File: config.mk
export PLATFORM = sky130hd
export DESIGN_NAME = sobel_edge_detector_flat
export DESIGN_NICKNAME = d
export VERILOG_FILES = /design/src/rtl/sobel_edge_detector_if.sv /design/src/rtl/sobel_edge_detector.sv /design/src/flat_wrapper.sv
export SDC_FILE = /design/constraint.sdc
export NUM_CORES = 1
export LEC_CHECK = 0
export ABC_CLOCK_PERIOD_IN_PS = 14700
export CORE_AREA = 8 8 160 162
export DETAILED_ROUTE_END_ITERATION = 16
export DIE_AREA = 0 0 168 170
export PLACE_DENSITY = 0.67
export SETUP_SLACK_MARGIN = 0.4
export SYNTH_ARGS = -nofsm -noshare
export SYNTH_HDL_FRONTEND = slang
export SYNTH_SLANG_ARGS = --single-unit
File: constraint.sdc
create_clock -name I_CLK -period 14.7 [get_ports I_CLK]
set_clock_uncertainty 0.15 [all_clocks]
set_input_delay 3.675 -clock I_CLK [delete_from_list [all_inputs] [get_ports I_CLK]]
set_output_delay 3.675 -clock I_CLK [all_outputs]
set_load 0.01 [all_outputs]
File: src/rtl/sobel_edge_detector_if.sv
// Pixel-matrix input and edge-result output bundle for sobel_edge_detector.
interface sobel_edge_detector_if #(
  parameter int P_SUBPIXEL_DEPTH = 8
);
  logic [8*P_SUBPIXEL_DEPTH-1:0] I_PIXEL_MATRIX;
  logic [9:0]                    I_PIXEL_COLUMN;
  logic [8:0]                    I_PIXEL_ROW;
  logic                          I_PIXEL_MATRIX_READY;
  logic [P_SUBPIXEL_DEPTH-1:0]   I_THRESHOLD;
  logic [P_SUBPIXEL_DEPTH-1:0]   O_PIXEL;
  logic                          O_EDGE;
  logic [9:0]                    O_PIXEL_COLUMN;
  logic [8:0]                    O_PIXEL_ROW;
  logic                          O_PIXEL_VALID;
  logic                          O_FRAME_DONE;
  logic [18:0]                   O_EDGE_COUNT;

  modport master (
    output I_PIXEL_MATRIX, I_PIXEL_COLUMN, I_PIXEL_ROW, I_PIXEL_MATRIX_READY, I_THRESHOLD,
    input  O_PIXEL, O_EDGE, O_PIXEL_COLUMN, O_PIXEL_ROW, O_PIXEL_VALID, O_FRAME_DONE, O_EDGE_COUNT
  );

  modport slave (
    input  I_PIXEL_MATRIX, I_PIXEL_COLUMN, I_PIXEL_ROW, I_PIXEL_MATRIX_READY, I_THRESHOLD,
    output O_PIXEL, O_EDGE, O_PIXEL_COLUMN, O_PIXEL_ROW, O_PIXEL_VALID, O_FRAME_DONE, O_EDGE_COUNT
  );
endinterface

File: src/rtl/sobel_edge_detector.sv
// Three-stage Sobel gradient magnitude with per-frame threshold and edge counting.
module sobel_edge_detector #(
  parameter int P_FRAME_COLUMNS  = 640,
  parameter int P_FRAME_ROWS     = 480,
  parameter int P_SUBPIXEL_DEPTH = 8
) (
  input logic I_CLK,
  input logic I_RESET,
  sobel_edge_detector_if.slave bus
);

  localparam int D = P_SUBPIXEL_DEPTH;
  localparam int W = D + 3;  // signed gradient width
  localparam int A = D + 2;  // gradient magnitude width
  localparam logic [9:0]   LAST_COL = 10'(P_FRAME_COLUMNS - 1);
  localparam logic [8:0]   LAST_ROW = 9'(P_FRAME_ROWS - 1);
  localparam logic [W-1:0] PIX_MAX  = W'((1 << D) - 1);

  // ---------------- input decode ----------------
  logic [D-1:0] px [8];
  logic [W-1:0] gx_pos, gx_neg, gy_pos, gy_neg;
  logic         in_valid, in_first, in_border;
  logic [D-1:0] thr_q, thr_in;

  assign in_valid = bus.I_PIXEL_MATRIX_READY;

  // px order: TL, T, TR, ML, MR, BL, B, BR
  always_comb begin
    for (int unsigned i = 0; i < 8; i++) begin
      px[i] = bus.I_PIXEL_MATRIX[(7 - i)*D +: D];
    end
    gx_pos = W'(px[2]) + (W'(px[4]) << 1) + W'(px[7]);
    gx_neg = W'(px[0]) + (W'(px[3]) << 1) + W'(px[5]);
    gy_pos = W'(px[5]) + (W'(px[6]) << 1) + W'(px[7]);
    gy_neg = W'(px[0]) + (W'(px[1]) << 1) + W'(px[2]);
  end

  assign in_first  = (bus.I_PIXEL_COLUMN == '0) && (bus.I_PIXEL_ROW == '0);
  assign in_border = (bus.I_PIXEL_COLUMN == '0) || (bus.I_PIXEL_COLUMN == LAST_COL) ||
                     (bus.I_PIXEL_ROW == '0)    || (bus.I_PIXEL_ROW == LAST_ROW);
  // The threshold travels with each sample so tail pixels of the previous
  // frame still in flight are judged against their own frame's threshold.
  assign thr_in = in_first ? bus.I_THRESHOLD : thr_q;

  // ---------------- stage 1: signed gradients ----------------
  logic         s1_valid, s1_border;
  logic [W-1:0] s1_gx, s1_gy;
  logic [9:0]   s1_col;
  logic [8:0]   s1_row;
  logic [D-1:0] s1_thr;

  always_ff @(posedge I_CLK) begin
    if (I_RESET) begin
      thr_q     <= '0;
      s1_valid  <= 1'b0;
      s1_border <= 1'b0;
      s1_gx     <= '0;
      s1_gy     <= '0;
      s1_col    <= '0;
      s1_row    <= '0;
      s1_thr    <= '0;
    end else begin
      s1_valid <= in_valid;
      if (in_valid) begin
        if (in_first) thr_q <= bus.I_THRESHOLD;
        s1_gx     <= gx_pos - gx_neg;
        s1_gy     <= gy_pos - gy_neg;
        s1_col    <= bus.I_PIXEL_COLUMN;
        s1_row    <= bus.I_PIXEL_ROW;
        s1_border <= in_border;
        s1_thr    <= thr_in;
      end
    end
  end

  // ---------------- stage 2: magnitudes ----------------
  logic [A-1:0] abs_x, abs_y;
  logic         s2_valid, s2_border;
  logic [A-1:0] s2_ax, s2_ay;
  logic [9:0]   s2_col;
  logic [8:0]   s2_row;
  logic [D-1:0] s2_thr;

  // |g| fits in A bits, so negating only the low A bits is exact
  assign abs_x = s1_gx[W-1] ? (~s1_gx[A-1:0] + A'(1)) : s1_gx[A-1:0];
  assign abs_y = s1_gy[W-1] ? (~s1_gy[A-1:0] + A'(1)) : s1_gy[A-1:0];

  always_ff @(posedge I_CLK) begin
    if (I_RESET) begin
      s2_valid  <= 1'b0;
      s2_border <= 1'b0;
      s2_ax     <= '0;
      s2_ay     <= '0;
      s2_col    <= '0;
      s2_row    <= '0;
      s2_thr    <= '0;
    end else begin
      s2_valid <= s1_valid;
      if (s1_valid) begin
        s2_ax     <= abs_x;
        s2_ay     <= abs_y;
        s2_col    <= s1_col;
        s2_row    <= s1_row;
        s2_border <= s1_border;
        s2_thr    <= s1_thr;
      end
    end
  end

  // ---------------- stage 3: sum, saturate, threshold ----------------
  logic [W-1:0] mag_sum;
  logic [D-1:0] pix_next;
  logic         edge_next;

  always_comb begin
    mag_sum   = {1'b0, s2_ax} + {1'b0, s2_ay};
    pix_next  = '0;
    edge_next = 1'b0;
    if (!s2_border) begin
      pix_next  = (mag_sum > PIX_MAX) ? '1 : mag_sum[D-1:0];
      edge_next = (pix_next >= s2_thr);
    end
  end

  logic         out_valid, out_edge;
  logic [D-1:0] out_pix;
  logic [9:0]   out_col;
  logic [8:0]   out_row;

  always_ff @(posedge I_CLK) begin
    if (I_RESET) begin
      out_valid <= 1'b0;
      out_edge  <= 1'b0;
      out_pix   <= '0;
      out_col   <= '0;
      out_row   <= '0;
    end else begin
      out_valid <= s2_valid;
      out_edge  <= s2_valid && edge_next;
      if (s2_valid) begin
        out_pix <= pix_next;
        out_col <= s2_col;
        out_row <= s2_row;
      end
    end
  end

  // ---------------- frame edge counter ----------------
  logic        out_first, out_last;
  logic [18:0] cnt_q, cnt_sum;
  logic        done_q;
  logic [18:0] edge_count_q;

  assign out_first = (out_col == '0) && (out_row == '0);
  assign out_last  = (out_col == LAST_COL) && (out_row == LAST_ROW);
  assign cnt_sum   = (out_first ? '0 : cnt_q) + 19'(out_edge);

  always_ff @(posedge I_CLK) begin
    if (I_RESET) begin
      cnt_q        <= '0;
      done_q       <= 1'b0;
      edge_count_q <= '0;
    end else begin
      done_q <= 1'b0;
      if (out_valid) begin
        if (out_last) begin
          done_q       <= 1'b1;
          edge_count_q <= cnt_sum;
          cnt_q        <= '0;
        end else begin
          cnt_q <= cnt_sum;
        end
      end
    end
  end

  assign bus.O_PIXEL        = out_pix;
  assign bus.O_EDGE         = out_edge;
  assign bus.O_PIXEL_COLUMN = out_col;
  assign bus.O_PIXEL_ROW    = out_row;
  assign bus.O_PIXEL_VALID  = out_valid;
  assign bus.O_FRAME_DONE   = done_q;
  assign bus.O_EDGE_COUNT   = edge_count_q;

endmodule

File: src/flat_wrapper.sv
// flat-port wrapper written by rule: the top's interface ports become plain ports
module sobel_edge_detector_flat 
#(
  parameter int P_FRAME_COLUMNS  = 640,
  parameter int P_FRAME_ROWS     = 480,
  parameter int P_SUBPIXEL_DEPTH = 8
)
  (I_CLK, I_RESET, bus_I_PIXEL_MATRIX, bus_I_PIXEL_COLUMN, bus_I_PIXEL_ROW, bus_I_PIXEL_MATRIX_READY, bus_I_THRESHOLD, bus_O_PIXEL, bus_O_EDGE, bus_O_PIXEL_COLUMN, bus_O_PIXEL_ROW, bus_O_PIXEL_VALID, bus_O_FRAME_DONE, bus_O_EDGE_COUNT);
  sobel_edge_detector_if #(.P_SUBPIXEL_DEPTH(P_SUBPIXEL_DEPTH)) bus_i ();
  input logic I_CLK;
  input logic I_RESET;
  input wire logic [$bits(bus_i.I_PIXEL_MATRIX)-1:0] bus_I_PIXEL_MATRIX;
  input wire logic [$bits(bus_i.I_PIXEL_COLUMN)-1:0] bus_I_PIXEL_COLUMN;
  input wire logic [$bits(bus_i.I_PIXEL_ROW)-1:0] bus_I_PIXEL_ROW;
  input wire logic [$bits(bus_i.I_PIXEL_MATRIX_READY)-1:0] bus_I_PIXEL_MATRIX_READY;
  input wire logic [$bits(bus_i.I_THRESHOLD)-1:0] bus_I_THRESHOLD;
  output wire logic [$bits(bus_i.O_PIXEL)-1:0] bus_O_PIXEL;
  output wire logic [$bits(bus_i.O_EDGE)-1:0] bus_O_EDGE;
  output wire logic [$bits(bus_i.O_PIXEL_COLUMN)-1:0] bus_O_PIXEL_COLUMN;
  output wire logic [$bits(bus_i.O_PIXEL_ROW)-1:0] bus_O_PIXEL_ROW;
  output wire logic [$bits(bus_i.O_PIXEL_VALID)-1:0] bus_O_PIXEL_VALID;
  output wire logic [$bits(bus_i.O_FRAME_DONE)-1:0] bus_O_FRAME_DONE;
  output wire logic [$bits(bus_i.O_EDGE_COUNT)-1:0] bus_O_EDGE_COUNT;
  assign bus_i.I_PIXEL_MATRIX = bus_I_PIXEL_MATRIX;
  assign bus_i.I_PIXEL_COLUMN = bus_I_PIXEL_COLUMN;
  assign bus_i.I_PIXEL_ROW = bus_I_PIXEL_ROW;
  assign bus_i.I_PIXEL_MATRIX_READY = bus_I_PIXEL_MATRIX_READY;
  assign bus_i.I_THRESHOLD = bus_I_THRESHOLD;
  assign bus_O_PIXEL = bus_i.O_PIXEL;
  assign bus_O_EDGE = bus_i.O_EDGE;
  assign bus_O_PIXEL_COLUMN = bus_i.O_PIXEL_COLUMN;
  assign bus_O_PIXEL_ROW = bus_i.O_PIXEL_ROW;
  assign bus_O_PIXEL_VALID = bus_i.O_PIXEL_VALID;
  assign bus_O_FRAME_DONE = bus_i.O_FRAME_DONE;
  assign bus_O_EDGE_COUNT = bus_i.O_EDGE_COUNT;
  sobel_edge_detector #(.P_FRAME_COLUMNS(P_FRAME_COLUMNS), .P_FRAME_ROWS(P_FRAME_ROWS), .P_SUBPIXEL_DEPTH(P_SUBPIXEL_DEPTH)) u_core (.I_CLK(I_CLK), .I_RESET(I_RESET), .bus(bus_i));
endmodule
## After elaboration in Yosys (flattened, before gate mapping)

Cells that the tools add are included.

| word-level totals | value |
|---|---|
| register bits | 168 |
| word-level logic and storage cells | 68 |
| output and inout bits | 49 |

| operators by class | value |
|---|---|
| reductions and logical operators | 14 |
| $add $sub $neg | 14 |
| magnitude comparators | 2 |
| eq/ne operators | 4 |
| multiplexer cells | 9 |
| bitwise logic cells | 3 |

Operator list:

| cell | count |
|---|---|
| $add A11 B8 Y11 | 4 |
| $add A8 B9 Y10 | 4 |
| $mux W19 | 2 |
| $mux W8 | 3 |
| $sub A11 B11 Y11 | 2 |
| $add A10 B1 Y10 const B | 2 |
| $eq A10 B10 Y1 const B | 2 |
| $logic_not A10 Y1 | 2 |
| $mux W10 | 2 |
| $not A10 Y10 | 2 |
| $add A19 B1 Y19 | 1 |
| $eq A9 B9 Y1 const B | 2 |
| $logic_not A9 Y1 | 2 |
| $add A10 B10 Y11 | 1 |
| $gt A11 B8 Y1 const B | 1 |
| $ge A8 B8 Y1 | 1 |
| $logic_and A1 B1 Y1 | 4 |
| $reduce_and A2 Y1 | 2 |
| $logic_or A1 B1 Y1 | 3 |
| $mux W1 | 2 |
| $reduce_or A2 Y1 | 1 |
| $not A1 Y1 | 1 |

## Logic depth before layout (Yosys ltp)

Gate-level depths: netlist (run 1).

| logic depth | value |
|---|---|
| depth in word-level cells | 6 |
| depth in mapped cells | 17 |
| mapped depth without buffers | 17 |

## Worst setup path before layout (run 1)

Ideal clock, no wire load.

| timing path | value |
|---|---|
| path type | input port to flip-flop |
| start point | input bus_I_PIXEL_MATRIX[8] |
| end point | register u_core.s1_gy[10] |
| library setup time | 0.128 ns |
| slack | 7.342 ns |
| stages | 16 |
| data arrival time | 7.080 ns |
| path through | ha_1 -> fa_1 -> a21o_1 -> a21oi_1 -> o21bai_1 -> a21oi_1 -> xor2_1 -> fa_1 -> inv_1 -> fa_1 -> ha_1 -> or2_2 -> o211ai_1 -> o21ai_0 -> xnor2_1 -> o21ai_0 |

| between the ends | value |
|---|---|
| cells in the longest elaborated chain, start to end | 3 |

RTL lines:

| item | line | RTL |
|---|---|---|
| start: declaration | flat_wrapper.sv:12 | `input wire logic [$bits(bus_i.I_PIXEL_MATRIX)-1:0] bus_I_PIXEL_MATRIX;` |
| $add A8 B9 Y10 | sobel_edge_detector.sv:34 | `gy_pos = W'(px[5]) + (W'(px[6]) << 1) + W'(px[7]);` |
| $add A11 B8 Y11 | sobel_edge_detector.sv:34 |  |
| $sub A11 B11 Y11 | sobel_edge_detector.sv:67 | `s1_gy <= gy_pos - gy_neg;` |
| end signal: assignment | sobel_edge_detector.sv:67 |  |
| end: declaration | sobel_edge_detector.sv:47 | `logic [W-1:0] s1_gx, s1_gy;` |

Every way passes these cells.
A chain may end at the register's enable or synchronous reset.

## Worst setup path after layout (run 1)

| timing path | value |
|---|---|
| start point | input bus_I_PIXEL_MATRIX[17] |
| end point | register u_core.s1_gy[10] |

Same word-level chain as after synthesis.

==> run metrics, run 1 <==
vias in the first global route roughly 8k; Mapped Area approximately 10,000 um^2; Residual DRC 0; Starting Density 0.441; DRT antenna net count 0; outcome completed; DR vias between 8k and 9k; cts-stage hold buffer count 0; worst slew pin tran 1080 ps; FFs w/ async S/R, synth 0; Critical R2R Launch u_core.s2_ax[0]; die footprint approximately 29,000 um^2; FF-to-FF setup slack 10,850 ps; CP endpoint u_core.s1_gy[10]; register area share after synthesis 0.331; Final Hold Violating Endpoints 0; type of the worst setup path input pin to flop; fin worst setup slack 7000 ps; Placed Cells between 1.5k and 2k; final slew viol count 0; H-tree levels 4; area delta synth->final 21.9%; yosys warns 0; vias per cell roughly 5.2; CP Launch Type input pin; total grt overflow 0; Hold Path Stages 2; largest buffer count on any clock path 2; Die Ht around 170 um; max-cap viol count 0; cts repair resizes 0; Row Count between 50 and 60; first-pass GRT wire length ~39,000 um; syn nets between 1k and 1.5k; CTS clk-pin slew, worst paths around 70 ps; postcts setup bufs 0; most frequent CP cell fa_1; Worst Path Buf+Inv 2; CTS Buf Count 17; Iteration-0 DRC Markers between 400 and 500; hpwl dp between 15,000 and 20,000 um; worst skew pair latency approximately 440 ps; P_leak slightly below 5 nW; CP max stage delay between 400 and 500 ps; largest net degree at the start of global routing 84; Cell Pwr Density about 130 nW/um^2; R2R Path End u_core.bus.O_EDGE; DRT Wirelength 23,500 um; TritonCTS Sinks ~170; commonest non-fill, non-tap cell in the layout dfxtp_1; WP depth 17; CP Capture Type flop; #FFs+latches synth between 150 and 200; CP top delay family adder cells; Final Util 0.538; clock root buffer master clkbuf_16; Worst Hold Class flop to flop; Cells after Synth 1,159; count of different cell masters after synthesis 60; setup TNS 0 ps; largest fanout on the critical path 3; worst reg-to-reg path cell count 16; post-route minimum period roughly 7700 ps; fin nets ~1.5k; worst vdd ir between 70 and 80 uV; fin cells 1,578; IO buf count approximately 140; crit path from bus_I_PIXEL_MATRIX[17]; most frequent cells in the layout dfxtp_1 (167), nor2_1 (163), clkdlybuf4s50_1 (140), nand2_1 (94), mux2i_1 (81); TritonCTS clock tree built; final setup fails 0; worst slack, placed 6580 ps; worst path cell trace clkdlybuf4s50_1 -> ha_1 -> fa_1 -> a21o_1 -> a21oi_1 -> o21bai_1 -> a21oi_1 -> xor2_1 -> fa_1 -> inv_1 -> fa_1 -> ha_1 -> or2_2 -> o211ai_1 -> o21ai_0 -> xnor2_1 -> o21ai_0; main flop type after synthesis dfxtp_1; DRT Pass-1 Iters 5; initial antenna violation count 0; I/O pin count between 100 and 150; share of layout cells above drive strength 1 0.0419; # diodes 0; syn_area_per_cell ~8.8 um^2; Core Region 23,100 um^2; RSZ-0062 raised after global routing no; crit share post-route 0.524; Die Span X 168 um; Worst path slowest cell clkdlybuf4s50_1; EDFF count, synth 0; wire per inst approximately 15 um; slew margin rel. 0.280; RD Place Congestion ~0.85; Critical Path AT slightly below 8000 ps; total global-route track usage 0.163; FMAX about 0.13 GHz; CP required around 15,000 ps
-- flip-flops by register name (all words and copies together) (netlist names), 8 cells and up --
signal and count:
u_core.bus.O_EDGE_COUNT 19, u_core.cnt_q 19, u_core.s1_gx 11, u_core.s1_gy 11, u_core.bus.O_PIXEL_COLUMN 10, u_core.s1_col 10, u_core.s2_ax 10, u_core.s2_ay 10
u_core.s2_col 10, u_core.bus.O_PIXEL_ROW 9, u_core.s1_row 9, u_core.s2_row 9, u_core.bus.O_PIXEL 8, u_core.s1_thr 8, u_core.s2_thr 8
-- final cells by class --
type                       instances  area, um^2
clock buffer                      18         439
clock inverter                    14         156
fill                            2141       10700
inverter                          71         267
multi-input combinational        869        6350
sequential                       168        3360
tap                              290         363
timing repair buffer             148        1460
-- cells in the mapped netlist, types with 16 or more instances --
library cell	n	area share
dfxtp_1	168	0.33
nor2_1	163	0.060
nand2_1	94	0.035
mux2i_1	81	0.080
ha_1	78	0.096
inv_1	70	0.026
a21oi_1	60	0.030
clkbuf_1	43	0.016
xnor2_1	39	0.034
o21ai_0	38	0.019
xor2_1	38	0.033
fa_1	37	0.073
a211oi_1	34	0.025
nand3_1	21	0.010
nor2b_1	17	0.010
o31ai_1	17	0.013
nor3_1	16	0.0079
-- cell families after synthesis --
| family | after synthesis | synth area share |
|---|---|---|
| compound gates | 208 | 0.132 |
| fa+ha+maj | 115 | 0.169 |
| flops | 168 | 0.331 |
| buf+inv | 122 | 0.0453 |
| mux | 82 | 0.0808 |
| xor+xnor | 77 | 0.0663 |
| simple gates | 387 | 0.176 |
-- layer usage --
layer	GRT usage	part of all wire	vias up	wire length [um]
met5	0	0	-	0
met1	0.216	0.50	3772	11700
met3	0.0336	0.046	30	1090
met4	0.0536	0.017	0	394
met2	0.260	0.44	166	10300
li1	-	-	4242	-
-- how the worst min path moves through the flow --
stage	slack, ps	to	start
3_5_place_dp	290	u_core.bus.O_EDGE_COUNT[8]	u_core.bus.O_EDGE_COUNT[8]
4_1_cts	300	u_core.bus.O_EDGE_COUNT[1]	u_core.bus.O_EDGE_COUNT[1]
3_3_place_gp	290	u_core.bus.O_EDGE_COUNT[3]	u_core.bus.O_EDGE_COUNT[3]
2_1_floorplan	290	u_core.cnt_q[0]	u_core.cnt_q[0]
5_1_grt	320	u_core.bus.O_EDGE_COUNT[4]	u_core.bus.O_EDGE_COUNT[4]
6_report	300	u_core.bus.O_EDGE_COUNT[1]	u_core.bus.O_EDGE_COUNT[1]
-- worst reg2reg max path: stages, from the launching register on --
cell and delay [ps]:
dfxtp_1 350, ha_1 190, inv_1 60, fa_1 390, nor2b_1 150, o31a_1 180
o221a_2 220, nand3_1 90, a21oi_1 650, nor2b_1 220, ha_1 230, nand2b_1 140
a21o_1 170, a21oi_1 160, nor2b_1 70, o2111ai_1 180, a211oi_1 120
-- report_power, final --
part	switching, mW	internal, mW
registers	0.0354	0.490
logic	0.338	0.297
clock network	0.203	0.246
-- through the flow --
stage	hold WS, ps	power, mW	area (um^2)
3_5_place_dp	293	1.17	11800
2_1_floorplan	292	1.01	10200
3_3_place_gp	288	1.16	11800
6_report	300	1.61	12400
5_1_grt	319	1.73	12400
4_1_cts	302	1.63	12400
(Power assumes the default switching activity.)
==> run 2: changes to the inputs <==
Settings changed: ABC_CLOCK_PERIOD_IN_PS 14700 to 6400, PLACE_DENSITY 0.67 to 0.7.
Clock period 14.7 ns to 6.4 ns, I/O delays scaled along.
==> run metrics, run 2 (synthesis results as in run 1) <==
final slew viol count 0 (unchanged); FF-to-FF setup slack 2500 ps (was 10,850 ps); CP max stage delay 430 ps (was 440 ps); post-route minimum period between 5000 and 6000 ps; area of the multi-input gates 6350 um^2 (unchanged); DR vias 8,138 (was 8,210); Core Region 23,100 um^2 (unchanged); worst skew pair latency 430 ps (was 440 ps); CP Capture Type flop (unchanged); Iteration-0 DRC Markers 468 (was 457); final instance area 12,400 um^2 (about the same); Cell Pwr Density 294 nW/um^2 (was 130 nW/um^2); final setup fails 0 (unchanged); setup TNS 0 ps (unchanged); P_leak 4.96 nW (was 4.97 nW); RSZ-0062 raised after global routing no (unchanged); Row Count 56 (unchanged); DRT Pass-1 Iters 5 (unchanged); Worst Hold Class flop to flop (unchanged); slew margin rel. 0.212 (was 0.280); FMAX roughly 0.18 GHz; first-pass GRT wire length 39,500 um (was 38,700 um); clock root buffer master clkbuf_16 (unchanged); CTS clk-pin slew, worst paths 70 ps (about the same); commonest non-fill, non-tap cell in the layout dfxtp_1 (unchanged); initial antenna violation count 0 (unchanged); hpwl dp 18,100 um (was 18,300 um); crit share post-route 0.881; postcts setup bufs 0 (unchanged); DRT Wirelength 23,300 um (was 23,500 um); die footprint 28,600 um^2 (unchanged); CP required 6590 ps (was 14,850 ps); fin nets 1,485 (was 1,484); wire per inst 14.8 um (was 14.9 um); largest buffer count on any clock path 2 (unchanged); fill count 2,103 (was 2,141); DRT antenna net count 0 (unchanged); most frequent cells in the layout dfxtp_1 (167), nor2_1 (163), clkdlybuf4s50_1 (140), nand2_1 (94), mux2i_1 (81) (unchanged); total grt overflow 0 (unchanged); vias in the first global route 7,976 (was 8,015); share of layout cells above drive strength 1 0.0419 (about the same); RD Place Congestion 0.833 (was 0.848); largest net degree at the start of global routing 75 (was 84); CP Launch Type input pin (unchanged); CP top delay family adder cells (unchanged); cts-stage hold buffer count 0 (unchanged); IO buf count 142 (unchanged); TritonCTS clock tree built (unchanged); H-tree levels 4 (unchanged); area delta synth->final 21.6% (was 21.9%); Starting Density 0.441 (unchanged); Placement Cell Area 11,800 um^2 (about the same); CTS Buf Count 17 (unchanged); most frequent CP cell fa_1 (unchanged); worst vdd ir 141 uV (was 73.4 uV); max-cap viol count 0 (unchanged); Sequential Area 3360 um^2 (unchanged); largest fanout on the critical path 3 (unchanged); Die Ht 170 um (unchanged); outcome completed (unchanged); # diodes 0 (unchanged); worst slew pin tran 1180 ps (was 1080 ps); Residual DRC 0 (unchanged); type of the worst setup path input pin to flop (unchanged); total global-route track usage 0.165 (was 0.163); vias per cell 5.15 (was 5.20); Die Span X 168 um (unchanged); cts repair resizes 0 (unchanged); Worst path slowest cell clkdlybuf4s50_1 (unchanged); Final Hold Violating Endpoints 0 (unchanged); I/O pin count 143 (unchanged); Critical Path AT 5830 ps (was 7850 ps); Worst Path Buf+Inv 2 (unchanged); TritonCTS Sinks 168 (unchanged); worst path cell trace clkdlybuf4s50_1 -> ha_1 -> fa_1 -> a21o_1 -> a21oi_1 -> o21bai_1 -> a21oi_1 -> xor2_1 -> fa_1 -> inv_1 -> fa_1 -> ha_1 -> or2_2 -> o211ai_1 -> o21ai_0 -> xnor2_1 -> o21ai_0 (unchanged)
-- run 2: cell types whose count changed in the layout (fill, tap and decap cells not counted), sizes merged --
cell	delta
buf	+1
bufinv	-1
clkinv	-2
clkinvlp	+1
inv	+2
-- run 2: worst paths after layout --
check                             startpoint                    endpoint  cells after the start
setup / recovery      bus_I_PIXEL_MATRIX[17]            u_core.s1_gy[10]                     17
hold / removal    u_core.bus.O_EDGE_COUNT[9]  u_core.bus.O_EDGE_COUNT[9]                      2
setup reg to reg             u_core.s2_ax[0]           u_core.bus.O_EDGE                     16
hold reg to reg   u_core.bus.O_EDGE_COUNT[9]  u_core.bus.O_EDGE_COUNT[9]                      2
-- run 2: cell type report --
class	count	area share
Inverter	71	0.0215
Clock buffer	18	0.0347
Tap cell	290	0.0293
Timing Repair Buffer	149	0.119
Multi-Input combinational cell	869	0.514
Sequential cell	168	0.272
Clock inverter	14	0.0104
-- run 2: power by group --
part           total (mW)  internal, mW  leakage, nW  switching (mW)
logic                1.46         0.681         3.32           0.775
clock network       0.981         0.516        0.272           0.466
registers            1.21          1.13         1.37          0.0804
-- run 2: layer usage --
layer	global-route usage	share of wire
met5	0	0
met2	0.264	0.44
met3	0.0375	0.046
met4	0.0388	0.010
met1	0.222	0.50
-- run 2: tightest hold or removal path, cell delays in order (launching register included) --
cell	delay, ps
dfxtp_1	310
nand2_1	50
a21oi_1	50
-- run 2: metrics by stage --
stage          utilization  hold WS, ps  total power, mW  std cells  worst slack, ps
2_1_floorplan            -          292             2.32       1159             1120
5_1_grt              0.537          318             3.93       1579              496
3_3_place_gp         0.512          289             2.66       1547              384
4_1_cts              0.537          304             3.68       1579              770
6_report             0.537          299             3.64       1579              764
3_5_place_dp         0.512          294             2.69       1547              335
